--- src/rtl/mux_arbitro_rr_if.sv ---
// Handshake bundle between two requesters, the round-robin mux, and its downstream consumer.
// The slave modport is the arbiter's view and the master modport is the environment's view.
interface mux_arbitro_rr_if #(
   parameter int DATA_WIDTH = 4
);
   logic [DATA_WIDTH-1:0] data_0;
   logic                  valid_0;
   logic                  ready_0;
   logic [DATA_WIDTH-1:0] data_1;
   logic                  valid_1;
   logic                  ready_1;
   logic [DATA_WIDTH-1:0] data_out;
   logic                  valid_out;
   logic                  ready_out;
   logic                  sel_out;

   modport slave (
      input  data_0, valid_0, data_1, valid_1, ready_out,
      output ready_0, ready_1, data_out, valid_out, sel_out
   );

   modport master (
      output data_0, valid_0, data_1, valid_1, ready_out,
      input  ready_0, ready_1, data_out, valid_out, sel_out
   );
endinterface

--- src/rtl/mux_arbitro_rr.sv ---
// Two-channel round-robin scheduler with bounded bursts feeding a one-entry registered output stage.
// Optional grant statistics counters (cnt_0/cnt_1) are compiled in with MUX_ARB_STATS_EN.
module mux_arbitro_rr #(
   parameter int DATA_WIDTH = 4,
   parameter int MAX_BURST  = 4,
   parameter int CNT_WIDTH  = 8
) (
   input  logic                 clk,
   input  logic                 reset,
`ifdef MUX_ARB_STATS_EN
   output logic [CNT_WIDTH-1:0] cnt_0,
   output logic [CNT_WIDTH-1:0] cnt_1,
`endif
   mux_arbitro_rr_if.slave      bus
);

   typedef enum logic [1:0] {
      IDLE = 2'd0,
      OWN0 = 2'd1,
      OWN1 = 2'd2
   } state_t;

   localparam logic [3:0] MAX_B = 4'(MAX_BURST);

   state_t                state_q, state_d;
   logic [3:0]            burst_q, burst_d;
   logic                  last_q, last_d;
   logic [DATA_WIDTH-1:0] data_q, data_d;
   logic                  valid_q, valid_d;
   logic                  sel_q, sel_d;

   logic load_s;
   logic grant_v_s;
   logic grant_ch_s;

   // A new word may enter only when the output stage is empty or being drained.
   assign load_s = bus.ready_out | ~valid_q;

   // Grant selection: burst limit only matters when both channels contend.
   always_comb begin
      grant_v_s  = 1'b0;
      grant_ch_s = 1'b0;
      if (!reset && load_s) begin
         if (bus.valid_0 && bus.valid_1) begin
            grant_v_s = 1'b1;
            case (state_q)
               IDLE:    grant_ch_s = ~last_q;
               OWN0:    grant_ch_s = (burst_q < MAX_B) ? 1'b0 : 1'b1;
               OWN1:    grant_ch_s = (burst_q < MAX_B) ? 1'b1 : 1'b0;
               default: grant_ch_s = ~last_q;
            endcase
         end else if (bus.valid_0) begin
            grant_v_s  = 1'b1;
            grant_ch_s = 1'b0;
         end else if (bus.valid_1) begin
            grant_v_s  = 1'b1;
            grant_ch_s = 1'b1;
         end else begin
            grant_v_s  = 1'b0;
            grant_ch_s = 1'b0;
         end
      end else begin
         grant_v_s  = 1'b0;
         grant_ch_s = 1'b0;
      end
   end

   assign bus.ready_0 = grant_v_s & ~grant_ch_s;
   assign bus.ready_1 = grant_v_s &  grant_ch_s;

   // Next-state for FSM, burst tracking and output stage.
   always_comb begin
      state_d = state_q;
      burst_d = burst_q;
      last_d  = last_q;
      data_d  = data_q;
      valid_d = valid_q;
      sel_d   = sel_q;
      if (grant_v_s) begin
         data_d  = grant_ch_s ? bus.data_1 : bus.data_0;
         sel_d   = grant_ch_s;
         valid_d = 1'b1;
         last_d  = grant_ch_s;
         state_d = grant_ch_s ? OWN1 : OWN0;
         if (state_q == (grant_ch_s ? OWN1 : OWN0)) begin
            burst_d = (burst_q < MAX_B) ? (burst_q + 4'd1) : burst_q;
         end else begin
            burst_d = 4'd1;
         end
      end else if (load_s) begin
         valid_d = 1'b0;
         state_d = IDLE;
         burst_d = 4'd0;
      end else begin
         valid_d = valid_q;
      end
   end

   // State register with synchronous reset; last_owner resets to 1 so channel 0 wins first.
   always_ff @(posedge clk) begin
      if (reset) begin
         state_q <= IDLE;
         burst_q <= 4'd0;
         last_q  <= 1'b1;
         data_q  <= '0;
         valid_q <= 1'b0;
         sel_q   <= 1'b0;
      end else begin
         state_q <= state_d;
         burst_q <= burst_d;
         last_q  <= last_d;
         data_q  <= data_d;
         valid_q <= valid_d;
         sel_q   <= sel_d;
      end
   end

   assign bus.data_out  = data_q;
   assign bus.valid_out = valid_q;
   assign bus.sel_out   = sel_q;

`ifdef MUX_ARB_STATS_EN
   logic [CNT_WIDTH-1:0] cnt0_q, cnt0_d;
   logic [CNT_WIDTH-1:0] cnt1_q, cnt1_d;

   // Saturating per-channel transfer counters.
   always_comb begin
      cnt0_d = cnt0_q;
      cnt1_d = cnt1_q;
      if (bus.ready_0 && (cnt0_q != {CNT_WIDTH{1'b1}})) begin
         cnt0_d = cnt0_q + CNT_WIDTH'(1);
      end else begin
         cnt0_d = cnt0_q;
      end
      if (bus.ready_1 && (cnt1_q != {CNT_WIDTH{1'b1}})) begin
         cnt1_d = cnt1_q + CNT_WIDTH'(1);
      end else begin
         cnt1_d = cnt1_q;
      end
   end

   // Counter registers.
   always_ff @(posedge clk) begin
      if (reset) begin
         cnt0_q <= '0;
         cnt1_q <= '0;
      end else begin
         cnt0_q <= cnt0_d;
         cnt1_q <= cnt1_d;
      end
   end

   assign cnt_0 = cnt0_q;
   assign cnt_1 = cnt1_q;
`endif

endmodule

--- src/flat_wrapper.sv ---
// flat-port wrapper written by rule: the top's interface ports become plain ports
module mux_arbitro_rr_flat 
#(
   parameter int DATA_WIDTH = 4,
   parameter int MAX_BURST  = 4,
   parameter int CNT_WIDTH  = 8
)
  (clk, reset, bus_data_0, bus_valid_0, bus_data_1, bus_valid_1, bus_ready_out, bus_ready_0, bus_ready_1, bus_data_out, bus_valid_out, bus_sel_out);
  mux_arbitro_rr_if #(.DATA_WIDTH(DATA_WIDTH)) bus_i ();
  input  logic clk;
  input  logic reset;
  input wire logic [$bits(bus_i.data_0)-1:0] bus_data_0;
  input wire logic [$bits(bus_i.valid_0)-1:0] bus_valid_0;
  input wire logic [$bits(bus_i.data_1)-1:0] bus_data_1;
  input wire logic [$bits(bus_i.valid_1)-1:0] bus_valid_1;
  input wire logic [$bits(bus_i.ready_out)-1:0] bus_ready_out;
  output wire logic [$bits(bus_i.ready_0)-1:0] bus_ready_0;
  output wire logic [$bits(bus_i.ready_1)-1:0] bus_ready_1;
  output wire logic [$bits(bus_i.data_out)-1:0] bus_data_out;
  output wire logic [$bits(bus_i.valid_out)-1:0] bus_valid_out;
  output wire logic [$bits(bus_i.sel_out)-1:0] bus_sel_out;
  assign bus_i.data_0 = bus_data_0;
  assign bus_i.valid_0 = bus_valid_0;
  assign bus_i.data_1 = bus_data_1;
  assign bus_i.valid_1 = bus_valid_1;
  assign bus_i.ready_out = bus_ready_out;
  assign bus_ready_0 = bus_i.ready_0;
  assign bus_ready_1 = bus_i.ready_1;
  assign bus_data_out = bus_i.data_out;
  assign bus_valid_out = bus_i.valid_out;
  assign bus_sel_out = bus_i.sel_out;
  mux_arbitro_rr #(.DATA_WIDTH(DATA_WIDTH), .MAX_BURST(MAX_BURST), .CNT_WIDTH(CNT_WIDTH)) u_core (.clk(clk), .reset(reset), .bus(bus_i));
endmodule
--- config.mk ---
export PLATFORM = sky130hd
export DESIGN_NAME = mux_arbitro_rr_flat
export DESIGN_NICKNAME = d
export VERILOG_FILES = /design/src/rtl/mux_arbitro_rr_if.sv /design/src/rtl/mux_arbitro_rr.sv /design/src/flat_wrapper.sv
export SDC_FILE = /design/constraint.sdc
export NUM_CORES = 1
export LEC_CHECK = 0
export ABC_AREA = 1
export ABC_CLOCK_PERIOD_IN_PS = 2800
export CELL_PAD_IN_SITES_DETAIL_PLACEMENT = 1
export CELL_PAD_IN_SITES_GLOBAL_PLACEMENT = 1
export CORE_MARGIN = 2
export CORE_UTILIZATION = 34
export DETAILED_ROUTE_END_ITERATION = 8
export PLACE_DENSITY = 0.83
export SLEW_MARGIN = 20
export SYNTH_ARGS = -nofsm -noshare
export SYNTH_HDL_FRONTEND = slang
export SYNTH_SLANG_ARGS = --single-unit
--- constraint.sdc ---
create_clock -name clk -period 2.8 [get_ports clk]
set_input_delay 0.84 -clock clk [delete_from_list [all_inputs] [get_ports clk]]
set_output_delay 0.84 -clock clk [all_outputs]
set_load 0.01 [all_outputs]
# After elaboration in Yosys (flattened, before gate mapping)
# Index checks and enable logic that the tools add are counted.
# Widths: inputs -> output; s select.
[totals]
register_bits = 13
in_bits = 13
output_inout_bits = 8
[op_classes]
addsub = 1
order_cmp = 1
eq_ne = 4
muxes = 20
n_bitwise = 6
n_reduce_logical = 5
[ops]
columns = ["cell", "count"]
rows = [
  ["$mux 4", 5],
  ["$mux 1", 11],
  ["$mux 2", 3],
  ["$add 4x1->4 const B", 1],
  ["$lt 4x3->1 const B", 1],
  ["$ne 3x3->1 const B", 1],
  ["$not 1->1", 3],
  ["$and 1x1->1", 2],
  ["$eq 2x1->1 const B", 1],
  ["$eq 2x2->1", 1],
  ["$eq 2x2->1 const B", 1],
  ["$logic_and 1x1->1", 2],
  ["$pmux 1 s2", 1],
  ["$reduce_and 2->1", 1],
  ["$reduce_bool 2->1", 1],
  ["$logic_not 1->1", 1],
  ["$or 1x1->1", 1],
]

# Depth between registers and ports, before layout
[logic_depth]
word_depth = 9
depth_mapped = 13
mapped_depth_nobuf = 13

# Worst setup path before layout
# Ideal clock, no wire load.
[synth_path]
kind = "input-to-output"
from = "in reset"
to = "out bus_ready_0"
arrival_time_ps = 1550
required_time_ps = 1960
slack_ps = 410
stages = 5
n_path_buf = 2
path_cell_list = "buf_2 -> nor2_4 -> o21ai_1 -> buf_4 -> nor2_1"
[synth_between]
elab_chain_cells = 5
word_cells_on_any_way = 6
cone_classes = "mux: 2; bitwise: 2; reduce/logical: 2"
[synth_rtl]
columns = ["item", "line_no", "rtl"]
rows = [
  ["from (decl)", "flat_wrapper.sv:11", "input logic reset;"],
  ["$logic_not 1->1 (*)", "mux_arbitro_rr.sv:43", "if (!reset && load_s) begin"],
  ["$logic_and 1x1->1 (*)", "mux_arbitro_rr.sv:43", ""],
  ["$mux 1", "mux_arbitro_rr.sv:43", ""],
  ["$not 1->1", "mux_arbitro_rr.sv:68", "assign bus.ready_0 = grant_v_s & ~grant_ch_s;"],
  ["$and 1x1->1 (*)", "mux_arbitro_rr.sv:68", ""],
  ["to (decl)", "flat_wrapper.sv:17", "output wire logic [$bits(bus_i.ready_0)-1:0] bus_ready_0;"],
]
# Every way passes the cells marked *; elsewhere a longest branch is shown, timed or not.

# Worst setup path in the final report
[layout_path]
from = "in bus_ready_out"
to = "out bus_ready_0"
[layout_between]
elab_chain_cells = 5
word_cells_on_any_way = 6
cone_classes = "mux: 2; bitwise: 3; reduce/logical: 1"
[layout_rtl]
columns = ["item", "line_no", "rtl"]
rows = [
  ["from (decl)", "flat_wrapper.sv:16", "input wire logic [$bits(bus_i.ready_out)-1:0] bus_ready_out;"],
  ["$or 1x1->1 (*)", "mux_arbitro_rr.sv:37", "assign load_s = bus.ready_out | ~valid_q;"],
  ["$logic_and 1x1->1 (*)", "mux_arbitro_rr.sv:43", ""],
  ["$mux 1", "mux_arbitro_rr.sv:43", ""],
  ["$not 1->1", "mux_arbitro_rr.sv:68", ""],
  ["$and 1x1->1 (*)", "mux_arbitro_rr.sv:68", ""],
]
# Marked as above.

==> impl_metrics.prom <==
# TYPE chip_impl_metric gauge
chip_impl_metric{name="antenna_violating_nets_post_route",unit=""} 0
chip_impl_metric{name="clk_pin_slew_worst_paths",unit="ns"} 0.08
chip_impl_metric{name="dr_total_vias",unit=""} 743
chip_impl_metric{name="regArea",unit="µm²"} 260
chip_impl_metric{name="worst_path_arrival_time",unit="ns"} 1.86
chip_impl_info{name="crit_path_end_kind",value="output pin"} 1
chip_impl_metric{name="globalRouteOverflowTotal",unit=""} 0
chip_impl_metric{name="via_count_of_the_first_global_routing_pass",unit=""} 775
chip_impl_metric{name="synth.yosys.seq_area_share",unit="%"} 36.9
chip_impl_metric{name="gp_congestion",unit=""} 0.781
chip_impl_metric{name="remaining_drc_errors",unit=""} 0
chip_impl_metric{name="yosysWarnings",unit=""} 0
chip_impl_metric{name="synth.avg_cell_area",unit="µm²"} 7.49
chip_impl_metric{name="global_route.usage.total",unit="%"} 18.3
chip_impl_metric{name="power-per-cell-area",unit="nW/µm²"} 456
chip_impl_info{name="timing_worst_setup_path_type",value="input pin to output pin"} 1
chip_impl_metric{name="clk_path_buf_depth",unit=""} 2
chip_impl_metric{name="cp_max_fo",unit=""} 4
chip_impl_metric{name="grt_met2_use",unit="%"} 33.3
chip_impl_metric{name="flops_latches_synth",unit=""} 13
chip_impl_metric{name="die_x",unit="µm"} 49.5
chip_impl_metric{name="worst_pin_slew",unit="ns"} 0.200
chip_impl_metric{name="vias_cell",unit=""} 4.95
chip_impl_metric{name="max_cap_violations",unit=""} 0
chip_impl_metric{name="final_core_util",unit="%"} 50.6
chip_impl_metric{name="gr-usage-met3",unit="%"} 5.15
chip_impl_metric{name="dp_hpwl",unit="µm"} 1610
chip_impl_metric{name="wire_per_inst",unit="µm"} 13.7
chip_impl_metric{name="syn_area",unit="µm²"} 704
chip_impl_metric{name="insertion_delay",unit="ns"} 0.27
chip_impl_metric{name="design.die.area",unit="µm²"} 2450
chip_impl_info{name="hold_path.startpoint",value="u_core.bus.data_out[0]"} 1
chip_impl_metric{name="max_slew_violation_count",unit=""} 0
chip_impl_metric{name="global_route_wire_length_before_repair",unit="µm"} 3370
chip_impl_metric{name="final_layout_size_suffix_gt1_share",unit="%"} 22.8
chip_impl_metric{name="drt-pass1-iter-count",unit=""} 4
chip_impl_info{name="min_to",value="u_core.bus.data_out[0]"} 1
chip_impl_metric{name="relSlewSlack",unit="%"} 86.6
chip_impl_metric{name="worstHoldPathCells",unit=""} 2
chip_impl_metric{name="multiInputGateArea",unit="µm²"} 369
chip_impl_metric{name="rows",unit=""} 16
chip_impl_metric{name="post_layout_instance_area",unit="µm²"} 993
chip_impl_metric{name="final.setup_skew",unit="ns"} 0.00534
chip_impl_info{name="crit_path_start_kind",value="input pin"} 1
chip_impl_metric{name="synthDistinctLibCells",unit=""} 24
chip_impl_metric{name="synthesis.nets",unit=""} 110
chip_impl_metric{name="ioPinCount",unit=""} 21
chip_impl_metric{name="total_leakage_power",unit="nW"} 0.433
chip_impl_metric{name="finalNetCount",unit=""} 140
chip_impl_metric{name="tritoncts.num_buffers",unit=""} 3
chip_impl_metric{name="hold_viol_final",unit=""} 0
chip_impl_info{name="clock_root_buffer",value="sky130_fd_sc_hd__clkbuf_4"} 1
chip_impl_metric{name="ctsHoldBuffers",unit=""} 0
chip_impl_info{name="busiest_layer",value="met2"} 1
chip_impl_metric{name="detailedRoute.firstIterationViolations",unit=""} 4
chip_impl_info{name="rsz0062_at_grt",value="no"} 1
chip_impl_metric{name="placement.cell_area",unit="µm²"} 960
chip_impl_metric{name="port-buffer-count",unit=""} 20
chip_impl_info{name="cts_tree",value="yes"} 1
chip_impl_info{name="timing.rr.start",value="u_core.state_q[0]"} 1
chip_impl_metric{name="cp.required",unit="ns"} 1.96
chip_impl_metric{name="areaGrowthSynthToFinish",unit="%"} 41.0
chip_impl_metric{name="drt-total-wl",unit="µm"} 2050
chip_impl_metric{name="cts.sinks",unit=""} 13
chip_impl_metric{name="number_of_inserted_diodes",unit=""} 0
chip_impl_metric{name="setup_viol",unit=""} 0
chip_impl_info{name="outcome",value="finished clean"} 1
chip_impl_metric{name="area_of_the_core_region",unit="µm²"} 1960
chip_impl_metric{name="final_critical_delay_including_setup_and_external_delays",unit="ns"} 2.70
chip_impl_metric{name="htree_num_levels",unit=""} 1
chip_impl_metric{name="r2r_slack",unit="ns"} 0.73
chip_impl_info{name="worst_hold_path_type",value="flip-flop to flip-flop"} 1
chip_impl_metric{name="die_h",unit="µm"} 49.5
chip_impl_metric{name="power.ir.vdd_worst",unit="mV"} 0.283
chip_impl_metric{name="netlist_instances",unit=""} 94
chip_impl_metric{name="gr-usage-met1",unit="%"} 19.4
chip_impl_metric{name="initial_antenna_violation_count",unit=""} 0
chip_impl_metric{name="reg2regPathDepth",unit=""} 14
chip_impl_info{name="crit-reg2reg-capture",value="u_core.burst_q[2]"} 1
chip_impl_metric{name="initial_utilization",unit="%"} 35.9
chip_impl_metric{name="timing.fmax",unit="MHz"} 370
chip_impl_metric{name="grt_max_degree",unit=""} 11
chip_impl_metric{name="layout.filler_cells",unit=""} 272
chip_impl_metric{name="layout_worst_path_cycle_share",unit="%"} 96.5
==> worst max-delay path, stage by stage <==
cell and delay [ns]:
sky130_fd_sc_hd__clkdlybuf4s50_1 0.47, sky130_fd_sc_hd__nor2_2 0.05, sky130_fd_sc_hd__nor2_4 0.12, sky130_fd_sc_hd__nand3_2 0.12, sky130_fd_sc_hd__inv_4 0.09, sky130_fd_sc_hd__nor2_1 0.04
sky130_fd_sc_hd__buf_2 0.13
==> area by class of cell <==
cell class | instances | area share, %
multi-input cells | 64 | 37.2
inverters | 14 | 5.54
well taps | 27 | 3.40
repair buffers | 28 | 25.1
clock buffers | 4 | 2.64
flip-flops and latches | 13 | 26.2
==> flip-flops by register name, indices dropped and copies added (netlist names) <==
name                  flops
u_core.burst_q            4
u_core.bus.data_out       4
u_core.state_q            2
u_core.bus.sel_out        1
u_core.bus.valid_out      1
u_core.last_q             1
==> metal layers <==
layer  wire length, µm  vias up
li1                  -      363
met1               805      359
met2              1090       19
met3               124        2
met4                29        0
met5                 0        -
==> synthesized netlist by cell type <==
master                    number  area share [%]
sky130_fd_sc_hd__dfxtp_1      13              37
sky130_fd_sc_hd__nand2_1      13             6.9
sky130_fd_sc_hd__inv_1        10             5.3
sky130_fd_sc_hd__nand3_1       8             5.7
sky130_fd_sc_hd__nor2_1        7             3.7
sky130_fd_sc_hd__a21oi_1       6             4.3
sky130_fd_sc_hd__o21ai_1       6             4.3
sky130_fd_sc_hd__nand2_2       4             3.6
sky130_fd_sc_hd__ha_1          3             5.3
sky130_fd_sc_hd__inv_2         3             1.6
sky130_fd_sc_hd__nand3_2       3             4.3
sky130_fd_sc_hd__o21a_1        3             3.2
sky130_fd_sc_hd__o21ai_0       3             2.1
sky130_fd_sc_hd__nand4_1       2             1.8
sky130_fd_sc_hd__and3_1        1            0.89
sky130_fd_sc_hd__buf_2         1            0.71
sky130_fd_sc_hd__buf_4         1             1.1
sky130_fd_sc_hd__buf_6         1             1.6
sky130_fd_sc_hd__inv_4         1            0.89
sky130_fd_sc_hd__nor2_2        1            0.89
sky130_fd_sc_hd__nor2_4        1             1.6
sky130_fd_sc_hd__o21ai_2       1             1.2
sky130_fd_sc_hd__o22ai_1       1            0.89
sky130_fd_sc_hd__xnor2_1       1             1.2
==> timing repair <==
action / in CTS / in global routing
buffers inserted: 0 / 2
pin swaps: 0 / 2
endpoints found under the setup margin: 2 / 2
gates resized for setup: 5 / 4
==> report_power, final <==
part	total (mW)	internal (mW)	switching [mW]
combinational	0.128	0.0618	0.0662
clock	0.117	0.0551	0.0619
sequential	0.208	0.199	0.00919
total	0.453	0.316	0.137
==> worst max path at each step <==
stage / startpoint / slack [ns] / cells past startpoint / to
2_1_floorplan: reset / 0.41 / 5 / bus_ready_0
3_3_place_gp: bus_valid_0 / -0.32 / 7 / bus_ready_0
3_5_place_dp: bus_valid_0 / -0.36 / 7 / bus_ready_0
4_1_cts: bus_ready_out / 0.003 / 7 / bus_ready_0
5_1_grt: bus_ready_out / 0.04 / 7 / bus_ready_0
6_report: bus_ready_out / 0.1 / 7 / bus_ready_0
==> per-stage QoR <==
| step | std cells | TNS (ns) | total power [mW] | worst slack (ns) | hold slack, ns |
|---|---|---|---|---|---|
| 6_report | 150 | 0 | 0.453 | 0.0980 | 0.471 |
| 5_1_grt | 150 | 0 | 0.482 | 0.0389 | 0.506 |
| 4_1_cts | 148 | 0 | 0.456 | 0.00287 | 0.472 |
| 3_5_place_dp | 144 | -0.618 | 0.339 | -0.359 | 0.458 |
| 3_3_place_gp | 144 | -0.561 | 0.333 | -0.321 | 0.456 |
| 2_1_floorplan | 94 | 0 | 0.281 | 0.410 | 0.458 |
==> cell usage in the layout, fill, tap and decap left out <==
master / instances
sky130_fd_sc_hd__o22ai_1: 1
sky130_fd_sc_hd__nand2_1: 13
sky130_fd_sc_hd__clkbuf_2: 1
sky130_fd_sc_hd__a21oi_1: 6
sky130_fd_sc_hd__o21ai_1: 5
sky130_fd_sc_hd__o21a_1: 3
sky130_fd_sc_hd__nand4_1: 2
sky130_fd_sc_hd__inv_1: 10
sky130_fd_sc_hd__nand3_1: 8
sky130_fd_sc_hd__dfxtp_1: 13
sky130_fd_sc_hd__o21ai_0: 3
sky130_fd_sc_hd__nand2_2: 4
sky130_fd_sc_hd__ha_1: 3
sky130_fd_sc_hd__buf_4: 8
sky130_fd_sc_hd__nor2_4: 1
sky130_fd_sc_hd__clkdlybuf4s50_1: 17
sky130_fd_sc_hd__o21ai_2: 2
sky130_fd_sc_hd__clkbuf_1: 1
sky130_fd_sc_hd__nor2_2: 1
sky130_fd_sc_hd__xnor2_1: 1
sky130_fd_sc_hd__clkbuf_4: 3
sky130_fd_sc_hd__nand3_2: 3
sky130_fd_sc_hd__buf_2: 1
sky130_fd_sc_hd__inv_2: 3
sky130_fd_sc_hd__nor2_1: 7
sky130_fd_sc_hd__and3_1: 1
sky130_fd_sc_hd__inv_4: 1
sky130_fd_sc_hd__dlygate4sd2_1: 1
==> logic make-up after synthesis <==
kind of cell	synth area share, %
compound gates	16.0
xor+xnor	1.24
fa+ha+maj	5.33
buf+inv	11.2
flops	36.9
simple gates	29.3
(Power assumes the default switching activity.)
